## config.mk

```make
export PLATFORM = sky130hd
export DESIGN_NAME = dm_arbiter_flat
export DESIGN_NICKNAME = d
export VERILOG_FILES = /design/src/rtl/dm_arbiter_if.sv /design/src/rtl/dm_arbiter.sv /design/src/flat_wrapper.sv
export SDC_FILE = /design/constraint.sdc
export NUM_CORES = 1
export LEC_CHECK = 0
export BUFFER_PORTS_ARGS = -buffer_cell sky130_fd_sc_hd__buf_2
export CORE_AREA = 8 8 136 138
export DETAILED_ROUTE_END_ITERATION = 7
export DIE_AREA = 0 0 144 146
export GPL_ROUTABILITY_DRIVEN = 0
export GPL_TIMING_DRIVEN = 0
export PLACE_DENSITY_LB_ADDON = 0.08
export RECOVER_POWER = 100
export SYNTH_ARGS = -nofsm -noshare
export SYNTH_HDL_FRONTEND = slang
export SYNTH_SLANG_ARGS = --single-unit
```

## constraint.sdc

```tcl
create_clock -name clk -period 1.8 [get_ports clk]
set_clock_uncertainty 0.05 [all_clocks]
set_input_delay 0.09 -clock clk [delete_from_list [all_inputs] [get_ports clk]]
set_output_delay 0.09 -clock clk [all_outputs]
set_load 0.01 [all_outputs]
```

## src/rtl/dm_arbiter_if.sv

```systemverilog
// Bus bundle between the two DM requesters, the arbiter and the data memory.
// The arbiter uses the slave modport; requesters and the DM together use master.
interface dm_arbiter_if #(
  parameter int unsigned DATA_W = 32
);
  // Port 0: MEM-stage load/store path
  logic              req0;
  logic              we0;
  logic [1:0]        ls_op0;
  logic [DATA_W-1:0] addr0;
  logic [DATA_W-1:0] wdata0;
  logic [DATA_W-1:0] pc0;
  logic              ack0;
  logic              err0;
  logic [DATA_W-1:0] rdata0;

  // Port 1: debug/DMA loader
  logic              req1;
  logic              we1;
  logic [1:0]        ls_op1;
  logic [DATA_W-1:0] addr1;
  logic [DATA_W-1:0] wdata1;
  logic              ack1;
  logic              err1;
  logic [DATA_W-1:0] rdata1;

  // Data memory side
  logic              dm_we;
  logic [1:0]        dm_ls_op;
  logic [DATA_W-1:0] dm_a;
  logic [DATA_W-1:0] dm_wd;
  logic [DATA_W-1:0] dm_pc;
  logic [DATA_W-1:0] dm_rd;

  modport slave (
    input  req0, we0, ls_op0, addr0, wdata0, pc0,
    output ack0, err0, rdata0,
    input  req1, we1, ls_op1, addr1, wdata1,
    output ack1, err1, rdata1,
    output dm_we, dm_ls_op, dm_a, dm_wd, dm_pc,
    input  dm_rd
  );

  modport master (
    output req0, we0, ls_op0, addr0, wdata0, pc0,
    input  ack0, err0, rdata0,
    output req1, we1, ls_op1, addr1, wdata1,
    input  ack1, err1, rdata1,
    input  dm_we, dm_ls_op, dm_a, dm_wd, dm_pc,
    output dm_rd
  );
endinterface

```

## src/rtl/dm_arbiter.sv

```systemverilog
// Two-port data-memory arbiter: port 0 has priority, port 1 is protected from
// starvation; one access per cycle, registered ack/err/rdata one cycle later.
module dm_arbiter #(
  parameter int unsigned STARVE_MAX = 4,
  parameter int unsigned DATA_W     = 32
) (
  input logic          clk,
  input logic          reset,
  dm_arbiter_if.slave  bus
);
  localparam int unsigned CNT_W = (STARVE_MAX < 1) ? 1 : $clog2(STARVE_MAX + 1);

  typedef enum logic [1:0] {
    LS_W = 2'b00,
    LS_H = 2'b01,
    LS_B = 2'b10
  } ls_op_e;

  logic              w_elig0;
  logic              w_elig1;
  logic              w_starved;
  logic              w_sel0;
  logic              w_sel1;
  logic              w_we;
  logic              w_aligned;
  logic [1:0]        w_ls_op;
  logic [DATA_W-1:0] w_a;
  logic [DATA_W-1:0] w_wd;
  logic [DATA_W-1:0] w_pc;

  logic              r_ack0;
  logic              r_ack1;
  logic              r_err0;
  logic              r_err1;
  logic [DATA_W-1:0] r_rdata0;
  logic [DATA_W-1:0] r_rdata1;
  logic [CNT_W-1:0]  r_starve_cnt;

  // A port whose ack is high this cycle is still finishing its last access.
  assign w_elig0   = bus.req0 & ~r_ack0 & ~reset;
  assign w_elig1   = bus.req1 & ~r_ack1 & ~reset;
  assign w_starved = (r_starve_cnt >= CNT_W'(STARVE_MAX));
  assign w_sel1    = w_elig1 & (~w_elig0 | w_starved);
  assign w_sel0    = w_elig0 & ~w_sel1;

  always_comb begin
    w_we    = 1'b0;
    w_ls_op = '0;
    w_a     = '0;
    w_wd    = '0;
    w_pc    = '0;
    if (w_sel0) begin
      w_we    = bus.we0;
      w_ls_op = bus.ls_op0;
      w_a     = bus.addr0;
      w_wd    = bus.wdata0;
      w_pc    = bus.pc0;
    end else if (w_sel1) begin
      w_we    = bus.we1;
      w_ls_op = bus.ls_op1;
      w_a     = bus.addr1;
      w_wd    = bus.wdata1;
    end
  end

  always_comb begin
    w_aligned = 1'b1;
    case (w_ls_op)
      LS_W:    w_aligned = (w_a[1:0] == 2'b00);
      LS_H:    w_aligned = ~w_a[0];
      default: w_aligned = 1'b1;
    endcase
  end

  assign bus.dm_we    = w_we & w_aligned & ~reset;
  assign bus.dm_ls_op = w_ls_op;
  assign bus.dm_a     = w_a;
  assign bus.dm_wd    = w_wd;
  assign bus.dm_pc    = w_pc;

  always_ff @(posedge clk) begin
    if (reset) begin
      r_ack0       <= 1'b0;
      r_ack1       <= 1'b0;
      r_err0       <= 1'b0;
      r_err1       <= 1'b0;
      r_rdata0     <= '0;
      r_rdata1     <= '0;
      r_starve_cnt <= '0;
    end else begin
      r_ack0 <= w_sel0;
      r_ack1 <= w_sel1;
      if (w_sel0) begin
        r_err0   <= ~w_aligned;
        r_rdata0 <= (!w_we && w_aligned) ? bus.dm_rd : '0;
      end
      if (w_sel1) begin
        r_err1   <= ~w_aligned;
        r_rdata1 <= (!w_we && w_aligned) ? bus.dm_rd : '0;
      end
      if (!bus.req1 || w_sel1) begin
        r_starve_cnt <= '0;
      end else if (w_elig1 && !w_starved) begin
        r_starve_cnt <= r_starve_cnt + CNT_W'(1);
      end
    end
  end

  // Registered completions are masked while reset is high so an ack already
  // in flight when reset arrives is never seen; the requester must retry.
  assign bus.ack0   = r_ack0 & ~reset;
  assign bus.ack1   = r_ack1 & ~reset;
  assign bus.err0   = r_err0 & ~reset;
  assign bus.err1   = r_err1 & ~reset;
  assign bus.rdata0 = reset ? '0 : r_rdata0;
  assign bus.rdata1 = reset ? '0 : r_rdata1;
endmodule
```

## src/flat_wrapper.sv

```systemverilog
// flat-port wrapper written by rule: the top's interface ports become plain ports
module dm_arbiter_flat 
#(
  parameter int unsigned STARVE_MAX = 4,
  parameter int unsigned DATA_W     = 32
)
  (clk, reset, bus_req0, bus_we0, bus_ls_op0, bus_addr0, bus_wdata0, bus_pc0, bus_ack0, bus_err0, bus_rdata0, bus_req1, bus_we1, bus_ls_op1, bus_addr1, bus_wdata1, bus_ack1, bus_err1, bus_rdata1, bus_dm_we, bus_dm_ls_op, bus_dm_a, bus_dm_wd, bus_dm_pc, bus_dm_rd);
  dm_arbiter_if #(.DATA_W(DATA_W)) bus_i ();
  input logic clk;
  input logic reset;
  input wire logic [$bits(bus_i.req0)-1:0] bus_req0;
  input wire logic [$bits(bus_i.we0)-1:0] bus_we0;
  input wire logic [$bits(bus_i.ls_op0)-1:0] bus_ls_op0;
  input wire logic [$bits(bus_i.addr0)-1:0] bus_addr0;
  input wire logic [$bits(bus_i.wdata0)-1:0] bus_wdata0;
  input wire logic [$bits(bus_i.pc0)-1:0] bus_pc0;
  output wire logic [$bits(bus_i.ack0)-1:0] bus_ack0;
  output wire logic [$bits(bus_i.err0)-1:0] bus_err0;
  output wire logic [$bits(bus_i.rdata0)-1:0] bus_rdata0;
  input wire logic [$bits(bus_i.req1)-1:0] bus_req1;
  input wire logic [$bits(bus_i.we1)-1:0] bus_we1;
  input wire logic [$bits(bus_i.ls_op1)-1:0] bus_ls_op1;
  input wire logic [$bits(bus_i.addr1)-1:0] bus_addr1;
  input wire logic [$bits(bus_i.wdata1)-1:0] bus_wdata1;
  output wire logic [$bits(bus_i.ack1)-1:0] bus_ack1;
  output wire logic [$bits(bus_i.err1)-1:0] bus_err1;
  output wire logic [$bits(bus_i.rdata1)-1:0] bus_rdata1;
  output wire logic [$bits(bus_i.dm_we)-1:0] bus_dm_we;
  output wire logic [$bits(bus_i.dm_ls_op)-1:0] bus_dm_ls_op;
  output wire logic [$bits(bus_i.dm_a)-1:0] bus_dm_a;
  output wire logic [$bits(bus_i.dm_wd)-1:0] bus_dm_wd;
  output wire logic [$bits(bus_i.dm_pc)-1:0] bus_dm_pc;
  input wire logic [$bits(bus_i.dm_rd)-1:0] bus_dm_rd;
  assign bus_i.req0 = bus_req0;
  assign bus_i.we0 = bus_we0;
  assign bus_i.ls_op0 = bus_ls_op0;
  assign bus_i.addr0 = bus_addr0;
  assign bus_i.wdata0 = bus_wdata0;
  assign bus_i.pc0 = bus_pc0;
  assign bus_ack0 = bus_i.ack0;
  assign bus_err0 = bus_i.err0;
  assign bus_rdata0 = bus_i.rdata0;
  assign bus_i.req1 = bus_req1;
  assign bus_i.we1 = bus_we1;
  assign bus_i.ls_op1 = bus_ls_op1;
  assign bus_i.addr1 = bus_addr1;
  assign bus_i.wdata1 = bus_wdata1;
  assign bus_ack1 = bus_i.ack1;
  assign bus_err1 = bus_i.err1;
  assign bus_rdata1 = bus_i.rdata1;
  assign bus_dm_we = bus_i.dm_we;
  assign bus_dm_ls_op = bus_i.dm_ls_op;
  assign bus_dm_a = bus_i.dm_a;
  assign bus_dm_wd = bus_i.dm_wd;
  assign bus_dm_pc = bus_i.dm_pc;
  assign bus_i.dm_rd = bus_dm_rd;
  dm_arbiter #(.STARVE_MAX(STARVE_MAX), .DATA_W(DATA_W)) u_core (.clk(clk), .reset(reset), .bus(bus_i));
endmodule
```

==> qor.json, run 1 <==
{
  "clk_pin_slew_ns": 0.05,
  "netlist-cell-type-count": 36,
  "final_min_period_over_clock_period_pct": 104.4,
  "post_layout_total_power_mw": 4.843,
  "max_stage_delay_ns": 0.36,
  "aggregate_negative_setup_slack_ns": -4.251,
  "finalHoldViolCount": 0,
  "crit_arrival_ns": 1.74,
  "whs_ns": 0.04911,
  "layout.cells.most_common": "buf_2",
  "data_required_time_of_the_critical_path_ns": 1.66,
  "synthesis.area_per_instance_um2": 9.303,
  "firstDrtPassIters": 4,
  "rsz_0062_raised_after_global_routing": "true",
  "chipHeight_um": 146,
  "total_number_of_nets_in_the_final_design": 1090,
  "comb_power_share_pct": 28.2,
  "cts_tree": "yes",
  "initial_antenna_violation_count": 6,
  "postRouteAntennaNets": 0,
  "detailed_place_hpwl_um": 18680,
  "top_level_ports": 369,
  "final-setup-viol-count": 103,
  "layout_common_cells": "buf_2, a22o_1, nor2b_1",
  "run_status": "finished with violations",
  "synth_fp_nets": 651,
  "worst_hold_path_type": "input pin to flip-flop",
  "p_sw_mw": 1.335,
  "floorplan.die.width_um": 144,
  "worstPathMaxFanout": 7,
  "drc": 0,
  "routed_wirelength_um": 23260,
  "core_area_um2": 16290,
  "detailroute.via_count": 5228,
  "fillers": 1562,
  "globalRouteTotalUtil_pct": 20.88,
  "critical_path_buf_inv_count": 4,
  "yosysSeqAreaShare_pct": 34.10,
  "worst_setup_path_end_kind": "primary output",
  "ctsRootBufferMaster": "clkbuf_16",
  "synthToLayoutAreaGrowth_pct": 95.11,
  "max_slew_headroom_pct": 58.16,
  "timing.critical_path.max_delay_family": "buffers and inverters",
  "initialDrtViolationCount": 196,
  "achievable-frequency_mhz": 532.3,
  "floorplan.die_area_um2": 21020,
  "syn_area_um2": 4168,
  "switching_share_pct": 27.56,
  "actual_transition_at_the_worst_max_transition_pin_ns": 0.6276,
  "finalWorstPathRequiredPeriod_ns": 1.879,
  "grt_pass1_wl_um": 33040,
  "p_int_mw": 3.509,
  "timing_max_transition_violations_final": 0,
  "syn_inst": 448,
  "power_density_over_the_cells_nw_per_um2": 595.6,
  "layout-drive-gt1-share_pct": 58.07,
  "clock-sinks": 71,
  "dp_worst_setup_slack_ns": -0.4497,
  "postLayoutSetupSlackWorst_ns": -0.07855,
  "via_per_inst": 4.676,
  "numPortBuffers": 367,
  "fp-row-count": 47,
  "path_class": "flip-flop to primary output",
  "crit_slowest_cell": "dfxtp_4",
  "max_cap_violations": 0,
  "h_tree_lvls": 3,
  "power_frac_clock_pct": 38.1,
  "violations": "setup timing",
  "grt-ovfl-total": 0,
  "critPathLaunchType": "flip-flop",
  "largest_net_degree_at_the_start_of_global_routing": 12,
  "power_leakage_nw": 4.142,
  "clockBufferDepth": 2,
  "grt_pass1_vias": 5507,
  "yosysWarningCount": 0,
  "post_drt_wl_per_cell_um": 20.80,
  "cts_inserted_buffers": 9,
  "vdd_ir_drop_max_v": 0.0004458,
  "timing.critical_path.cells": "nand3b_1, nand2_4, inv_6, buf_12, clkbuf_16, a22o_1, buf_2",
  "initial_utilization_pct": 25.59,
  "clock_latency_ns": 0.33,
  "sequentialPowerShare_pct": 33.7,
  "ys_ff_latch": 71
}
==> through the flow <==
| step | cells | area, µm² | util [%] |
|---|---|---|---|
| 2_1_floorplan | 448 | 4168 | - |
| 3_3_place_gp | 1035 | 6280 | 38.55 |
| 3_5_place_dp | 1035 | 6280 | 38.55 |
| 4_1_cts | 1105 | 7476 | 45.89 |
| 5_1_grt | 1114 | 8122 | 49.86 |
| 6_report | 1118 | 8132 | 49.92 |
==> worst register-to-register path, stage by stage, from the launching register on <==
cell	delay (ns)
dfxtp_4	0.37
nand3b_1	0.18
buf_4	0.15
buf_8	0.13
nand3_4	0.10
a2111oi_4	0.31
buf_6	0.24
clkbuf_16	0.18
a22o_1	0.11
==> area by class of cell <==
cell class,instances,area [µm²],area share (%)
Clock inverter,3,40.04,0.4924
Timing Repair Buffer,430,2823,34.71
Sequential cell,71,1430,17.59
Antenna cell,6,15.01,0.1846
Clock buffer,13,270.3,3.324
Multi-Input combinational cell,296,2706,33.28
Inverter,37,146.4,1.800
Buffer,42,425.4,5.232
Tap cell,220,275.3,3.385
==> cells in the mapped netlist, drive strengths merged <==
| master | instances | area (µm²) |
|---|---|---|
| a2111oi | 1 | 27.53 |
| a21o | 1 | 7.510 |
| a21oi | 2 | 10.01 |
| a22o | 97 | 849.6 |
| a32oi | 1 | 8.760 |
| and3 | 32 | 200.2 |
| buf | 18 | 132.6 |
| clkbuf | 26 | 97.59 |
| dfxtp | 71 | 1421 |
| ha | 1 | 12.51 |
| inv | 37 | 138.9 |
| mux2i | 1 | 10.01 |
| nand2 | 35 | 131.4 |
| nand2b | 2 | 12.51 |
| nand3 | 1 | 10.01 |
| nand3b | 1 | 7.510 |
| nand4b | 1 | 23.77 |
| nor2 | 3 | 11.26 |
| nor2b | 69 | 431.7 |
| nor3 | 3 | 15.01 |
| nor3b | 4 | 41.29 |
| o211ai | 1 | 7.510 |
| o21a | 1 | 7.510 |
| o21ai | 3 | 18.77 |
| o221ai | 2 | 35.04 |
| o31ai | 32 | 478.0 |
| or3b | 1 | 11.26 |
| xnor2 | 1 | 8.760 |
==> registers in the layout (all words and copies together) (netlist names) <==
name,flops
u_core.r_ack0,1
u_core.r_ack1,1
u_core.r_err0,1
u_core.r_err1,1
u_core.r_rdata0,32
u_core.r_rdata1,32
u_core.r_starve_cnt,3
==> final timing paths <==
check	startpoint	end	slack, ns	depth (start not counted)
setup reg to reg	u_core.r_ack1	u_core.r_rdata1[29]	-0.07	8
hold reg to reg	u_core.r_starve_cnt[0]	u_core.r_starve_cnt[0]	0.49	2
hold / removal	bus_req1	u_core.r_starve_cnt[2]	0.05	3
setup / recovery	u_core.r_ack1	bus_dm_a[27]	-0.08	7
==> metal layers <==
layer / track usage, % / share of wire [%] / up-vias
met5: 0 / 0.039 / -
met4: 6.260 / 2.6 / 2
met3: 6.529 / 7.0 / 31
met2: 34.95 / 49 / 215
met1: 24.82 / 41 / 2473
li1: - / - / 2507
==> kinds of logic after synthesis <==
| kind of cell | after synthesis | synth area share, % |
|---|---|---|
| simple gates | 152 | 21.49 |
| compound gates | 141 | 34.79 |
| buf+inv | 81 | 8.856 |
| flops | 71 | 34.10 |
| xor+xnor | 1 | 0.2102 |
| mux | 1 | 0.2402 |
| fa+ha+maj | 1 | 0.3002 |
==> power groups by stage <==
stage | registers (mW) | logic [mW] | clock network [mW]
floorplan | 1.66 | 0.504 | 0
global placement | 1.66 | 1.01 | 0
detailed placement | 1.66 | 1.02 | 0
CTS | 1.63 | 1.25 | 1.90
global route | 1.63 | 1.46 | 1.98
finish | 1.63 | 1.37 | 1.85
==> timing repair <==
item,in CTS,in global routing
setup endpoints to repair,159,150
buffers inserted,18,3
endpoints found under the hold margin,54,0
pin swaps,8,31
cloned,4,6
gates resized for setup,92,118
hold buffers,32,0
Note: power is estimated with default switching activity, not from simulation.
==> inputs of run 2 (changes only) <==
- BUFFER_PORTS_ARGS: -buffer_cell sky130_fd_sc_hd__buf_2 -> -buffer_cell sky130_fd_sc_hd__buf_4
- CAP_MARGIN: unset -> 20
==> run 2 against run 1 <==
Against the previous run:
- the run still ends with setup timing left
- via count rose by 0.34%
- cell count is 0.98% lower
- core utilization grew 2.6 points
- fmax shrank 0.22%
- non-clock buffer count is 7 lower
- routed wire length grew 3.2%
- first-iteration DRC count is 27% lower
- global-route usage rose by 0.096 points
- sequential cell count unchanged
- critical path depth grew 1
- combinational power up 9%
- count of clock-buffer cells in the layout is the same
- largest power group unchanged
==> qor.json, run 2 (synthesis results as in run 1) <==
{
  "initialDrtViolationCount": 143,
  "critPathLaunchType": "flip-flop",
  "setup_slack_of_the_worst_register_to_register_path_ns": -0.08,
  "numPortBuffers": 367,
  "max_cap_violations": 0,
  "max_stage_delay_ns": 0.38,
  "finalHoldViolCount": 0,
  "detailroute.via_count": 5246,
  "top_level_ports": 369,
  "ctsRootBufferMaster": "clkbuf_16",
  "floorplan.die.width_um": 144,
  "grt_pass1_wl_um": 33330,
  "timing.critical_path.max_delay_family": "buffers and inverters",
  "vdd_ir_drop_max_v": 0.0004472,
  "layout_common_cells": "buf_4, a22o_1, nor2b_1",
  "layout-drive-gt1-share_pct": 51.86,
  "post_drt_wl_per_cell_um": 21.67,
  "post_layout_total_power_mw": 4.786,
  "rsz_0062_raised_after_global_routing": "true",
  "chipHeight_um": 146,
  "actual_transition_at_the_worst_max_transition_pin_ns": 0.5500,
  "data_required_time_of_the_critical_path_ns": 2.02,
  "drc": 0,
  "power_leakage_nw": 4.093,
  "rr_worst_depth": 8,
  "cts_inserted_buffers": 9,
  "finalWorstPathRequiredPeriod_ns": 1.883,
  "globalRouteTotalUtil_pct": 20.98,
  "path_class": "flip-flop to flip-flop",
  "layout.cells.most_common": "buf_4",
  "crit_start": "u_core.r_ack1",
  "timing.critical_path.cells": "nand3b_1, buf_4, buf_8, nand3_4, a2111oi_4, buf_6, clkbuf_16, a22o_1",
  "floorplan.die_area_um2": 21020,
  "worst_setup_path_end_kind": "flip-flop",
  "max_slew_headroom_pct": 63.33,
  "detailed_place_hpwl_um": 19330,
  "violations": "setup timing",
  "crit_cells": 8,
  "clock_latency_ns": 0.33,
  "critical_path_buf_inv_count": 4,
  "initial_utilization_pct": 25.59,
  "firstDrtPassIters": 4,
  "regToRegEndpoint": "u_core.r_rdata1[10]",
  "worstPathMaxFanout": 8,
  "power_density_over_the_cells_nw_per_um2": 559.9,
  "routed_wirelength_um": 23990,
  "final_min_period_over_clock_period_pct": 104.6,
  "crit_arrival_ns": 2.11,
  "worst_hold_path_type": "input pin to flip-flop",
  "cts_tree": "yes",
  "run_status": "finished with violations",
  "h_tree_lvls": 3,
  "achievable-frequency_mhz": 531.1,
  "initial_antenna_violation_count": 0,
  "clk_pin_slew_ns": 0.06,
  "core_area_um2": 16290,
  "clock-sinks": 71,
  "crit_slowest_cell": "dfxtp_4",
  "via_per_inst": 4.739,
  "final-setup-viol-count": 144,
  "grt_pass1_vias": 5546,
  "timing_max_transition_violations_final": 0,
  "postLayoutSetupSlackWorst_ns": -0.08276,
  "crit_end": "u_core.r_rdata1[10]",
  "clockBufferDepth": 2,
  "largest_net_degree_at_the_start_of_global_routing": 12,
  "postRouteAntennaNets": 0,
  "reg2reg_from": "u_core.r_ack1",
  "final_core_utilization_pct": 52.48,
  "fp-row-count": 47,
  "total_number_of_nets_in_the_final_design": 1083,
  "largest_registers": "u_core.r_rdata0 (32), u_core.r_rdata1 (32), u_core.r_starve_cnt (3)",
  "grt-ovfl-total": 0,
  "synthToLayoutAreaGrowth_pct": 105.1
}
## run 2: worst min path at each step
stage	startpoint	depth (start not counted)	slack, ns	end
detailed placement	bus_dm_rd[26]	2	0.27	u_core.r_rdata1[26]
CTS	bus_req1	3	0.04	u_core.r_starve_cnt[2]
global placement	bus_dm_rd[7]	2	0.26	u_core.r_rdata1[7]
global route	bus_req1	3	0.06	u_core.r_starve_cnt[2]
floorplan	bus_dm_rd[0]	1	0.17	u_core.r_rdata1[0]
finish	bus_req1	3	0.06	u_core.r_starve_cnt[2]
## run 2: worst reg2reg max path, stage by stage, from the launching register on
cell       delay (ns)
dfxtp_4          0.38
nand3b_1         0.19
buf_4            0.15
buf_8            0.12
nand3_4          0.11
a2111oi_4        0.32
buf_6            0.23
clkbuf_16        0.17
a22o_1           0.12
## run 2: per-layer routing
layer	vias to the layer above	wire length [µm]	GRT usage, %
li1	2479	-	-
met1	2500	9837	24.97
met2	231	11870	36.04
met3	36	1620	5.184
met4	0	663	6.312
met5	-	0	0
## run 2: stage by stage
stage	hold WS (ns)	setup WS, ns	TNS, ns	instances	area (µm²)
detailed placement	0.2654	-0.3647	-31.04	1035	7198
global route	0.06017	-0.1373	-15.98	1105	8543
global placement	0.2627	-0.3712	-25.82	1035	7198
floorplan	0.1657	0.2016	0	448	4168
finish	0.05801	-0.08276	-5.067	1107	8548
CTS	0.04038	-0.09231	-6.381	1092	8051
## run 2: final cells by class
| class | instances | area (µm²) |
|---|---|---|
| fill | 1572 | 7741 |
| timing repair buffer | 422 | 3392 |
| multi-input combinational | 296 | 2620 |
| sequential | 71 | 1428 |
| buffer | 43 | 404.1 |
| tap | 220 | 275.3 |
| clock buffer | 13 | 260.3 |
| inverter | 37 | 146.4 |
| clock inverter | 3 | 17.52 |
| antenna | 2 | 5.005 |
## run 2: where the power goes
part	internal, mW	switching, mW
Sequential	1.62	0.0128
Combinational	0.843	0.655
Clock	1.00	0.652
## run 2: timing repair
| item | 4_1_cts | 5_1_grt |
|---|---|---|
| pin swaps | 7 | 20 |
| hold buffers | 32 | 0 |
| gates resized for setup | 59 | 103 |
| setup endpoints to repair | 160 | 151 |
| cloned | 0 | 8 |
| buffers inserted | 9 | 6 |
| endpoints found under the hold margin | 52 | 0 |
==> inputs of run 3 (changes only) <==
- CORE_AREA: 8 8 136 138 -> 2 2 142 144
- CTS_BUF_LIST: unset -> sky130_fd_sc_hd__clkbuf_8
==> run 3 against run 2 <==
Against the previous run:
- the run still ends with setup timing left
- die area did not move
- worst setup slack worse by 0.0018 ns
- count of clock-buffer cells in the layout is 4 lower
- cell area grew 0.70%
- worst hold slack better by 0.10 ns
- total power decreased by 5.1%
- critical path type is now flip-flop to primary output
- critical endpoint is now bus_dm_we
==> qor.json, run 3 (synthesis results as in run 1) <==
{
  "layout.cells.most_common": "buf_4",
  "grt-ovfl-total": 0,
  "firstDrtPassIters": 4,
  "violations": "setup timing",
  "clock_latency_ns": 0.36,
  "chipHeight_um": 146,
  "worst_setup_path_end_kind": "primary output",
  "multi_input_comb_area_um2": 2572,
  "finalNonFillerCells": 1159,
  "place.detailed.instances": 1080,
  "layout_common_cells": "buf_4, a22o_1, nor2b_1",
  "power_frac_clock_pct": 31.7,
  "synthToLayoutAreaGrowth_pct": 106.5,
  "initialDrtViolationCount": 158,
  "largest_registers": "u_core.r_rdata0 (32), u_core.r_rdata1 (32), u_core.r_starve_cnt (3)",
  "initial_antenna_violation_count": 3,
  "worstPathMaxFanout": 5,
  "final_min_period_over_clock_period_pct": 104.7,
  "actual_transition_at_the_worst_max_transition_pin_ns": 0.6030,
  "via_per_inst": 4.460,
  "grt_pass1_vias": 5400,
  "layout-drive-gt1-share_pct": 53.71,
  "postRouteAntennaNets": 0,
  "grt_pass1_wl_um": 31960,
  "numPortBuffers": 367,
  "post_layout_total_power_mw": 4.542,
  "h_tree_lvls": 3,
  "data_required_time_of_the_critical_path_ns": 1.66,
  "crit_arrival_ns": 1.74,
  "floorplan.die_area_um2": 21020,
  "run_status": "finished with violations",
  "clk_pin_slew_ns": 0.07,
  "floorplan.die.width_um": 144,
  "comb_power_share_pct": 32.5,
  "p_sw_mw": 1.300,
  "cts_inserted_buffers": 9,
  "total_number_of_nets_in_the_final_design": 1088,
  "sequentialPowerShare_pct": 35.8,
  "clock-sinks": 71,
  "drc": 0,
  "largest_net_degree_at_the_start_of_global_routing": 14,
  "rsz_0062_raised_after_global_routing": "true",
  "finalWorstPathRequiredPeriod_ns": 1.885,
  "ctsRootBufferMaster": "clkbuf_8",
  "final-setup-viol-count": 129,
  "routed_wirelength_um": 22360,
  "dpl_cell_area_um2": 7254,
  "core_area_um2": 19330,
  "top_level_ports": 369,
  "detailed_place_hpwl_um": 17630,
  "timing_max_transition_violations_final": 0,
  "fp-row-count": 51,
  "critPathLaunchType": "flip-flop",
  "power_leakage_nw": 4.075,
  "path_class": "flip-flop to primary output",
  "final_core_utilization_pct": 44.52,
  "worst_hold_path_type": "input pin to flip-flop",
  "cts_tree": "yes",
  "postLayoutSetupSlackWorst_ns": -0.08460,
  "fillers": 1968,
  "switching_share_pct": 28.62,
  "initial_utilization_pct": 21.56,
  "max_cap_violations": 0,
  "p_int_mw": 3.242,
  "seqCellArea_um2": 1430,
  "finalHoldViolCount": 0,
  "vdd_ir_drop_max_v": 0.0002643,
  "power_density_over_the_cells_nw_per_um2": 527.6,
  "post_drt_wl_per_cell_um": 19.29,
  "max_slew_headroom_pct": 59.80,
  "detailroute.via_count": 5169,
  "globalRouteTotalUtil_pct": 20.24,
  "dp_worst_setup_slack_ns": -0.4099,
  "achievable-frequency_mhz": 530.6,
  "post-route-cell-area_um2": 8608,
  "clockBufferDepth": 2
}
run 3: worst max-delay path, stage by stage, from the launching register on:
cell and delay [ns]:
dfxtp_4 0.37, or3b_4 0.38, o221ai_4 0.22, a32oi_1 0.14, a21oi_1 0.13, buf_4 0.14
run 3: repair_timing:
action | CTS | global route
setup buffers | 12 | 6
hold buffers | 33 | 0
cloned | 2 | 7
endpoints found under the hold margin | 66 | 0
endpoints found under the setup margin | 164 | 159
resized for setup | 147 | 27
pin swaps | 26 | 3
run 3: metal layers:
metal	GRT usage, %	vias up	wire, µm
li1	-	2493	-
met1	24.60	2450	9395
met2	35.43	206	11200
met3	5.364	18	1473
met4	4.608	2	278
met5	0	-	10
run 3: path summary, 6_finish.rpt:
kind / start / slack, ns / depth (start not counted) / to
max: u_core.r_ack1 / -0.08 / 5 / bus_dm_we
min: bus_we0 / 0.16 / 4 / u_core.r_rdata0[0]
max reg2reg: u_core.r_ack1 / -0.08 / 8 / u_core.r_rdata1[14]
min reg2reg: u_core.r_starve_cnt[1] / 0.51 / 2 / u_core.r_starve_cnt[1]
run 3: area by class of cell:
type                       count  area share, %
antenna                        4         0.1163
buffer                        44          4.913
clock buffer                   9          1.439
clock inverter                 7          1.134
inverter                      37          1.672
multi-input combinational    296          29.88
sequential                    71          16.61
tap                          265          3.852
timing repair buffer         426          40.38
run 3: stage by stage:
step / setup TNS [ns] / hold WS [ns]
finish: -6.485 / 0.1580
global route: -14.97 / 0.1616
CTS: -9.833 / 0.06022
detailed placement: -35.94 / 0.2648
global placement: -32.81 / 0.2621
floorplan: 0 / 0.1657
run 3: power by group through the flow:
stage	clock network, mW	logic [mW]	registers, mW
finish	1.44	1.47	1.63
detailed placement	0	1.23	1.67
global placement	0	1.22	1.66
floorplan	0	0.504	1.66
CTS	1.51	1.43	1.63
global route	1.55	1.57	1.63
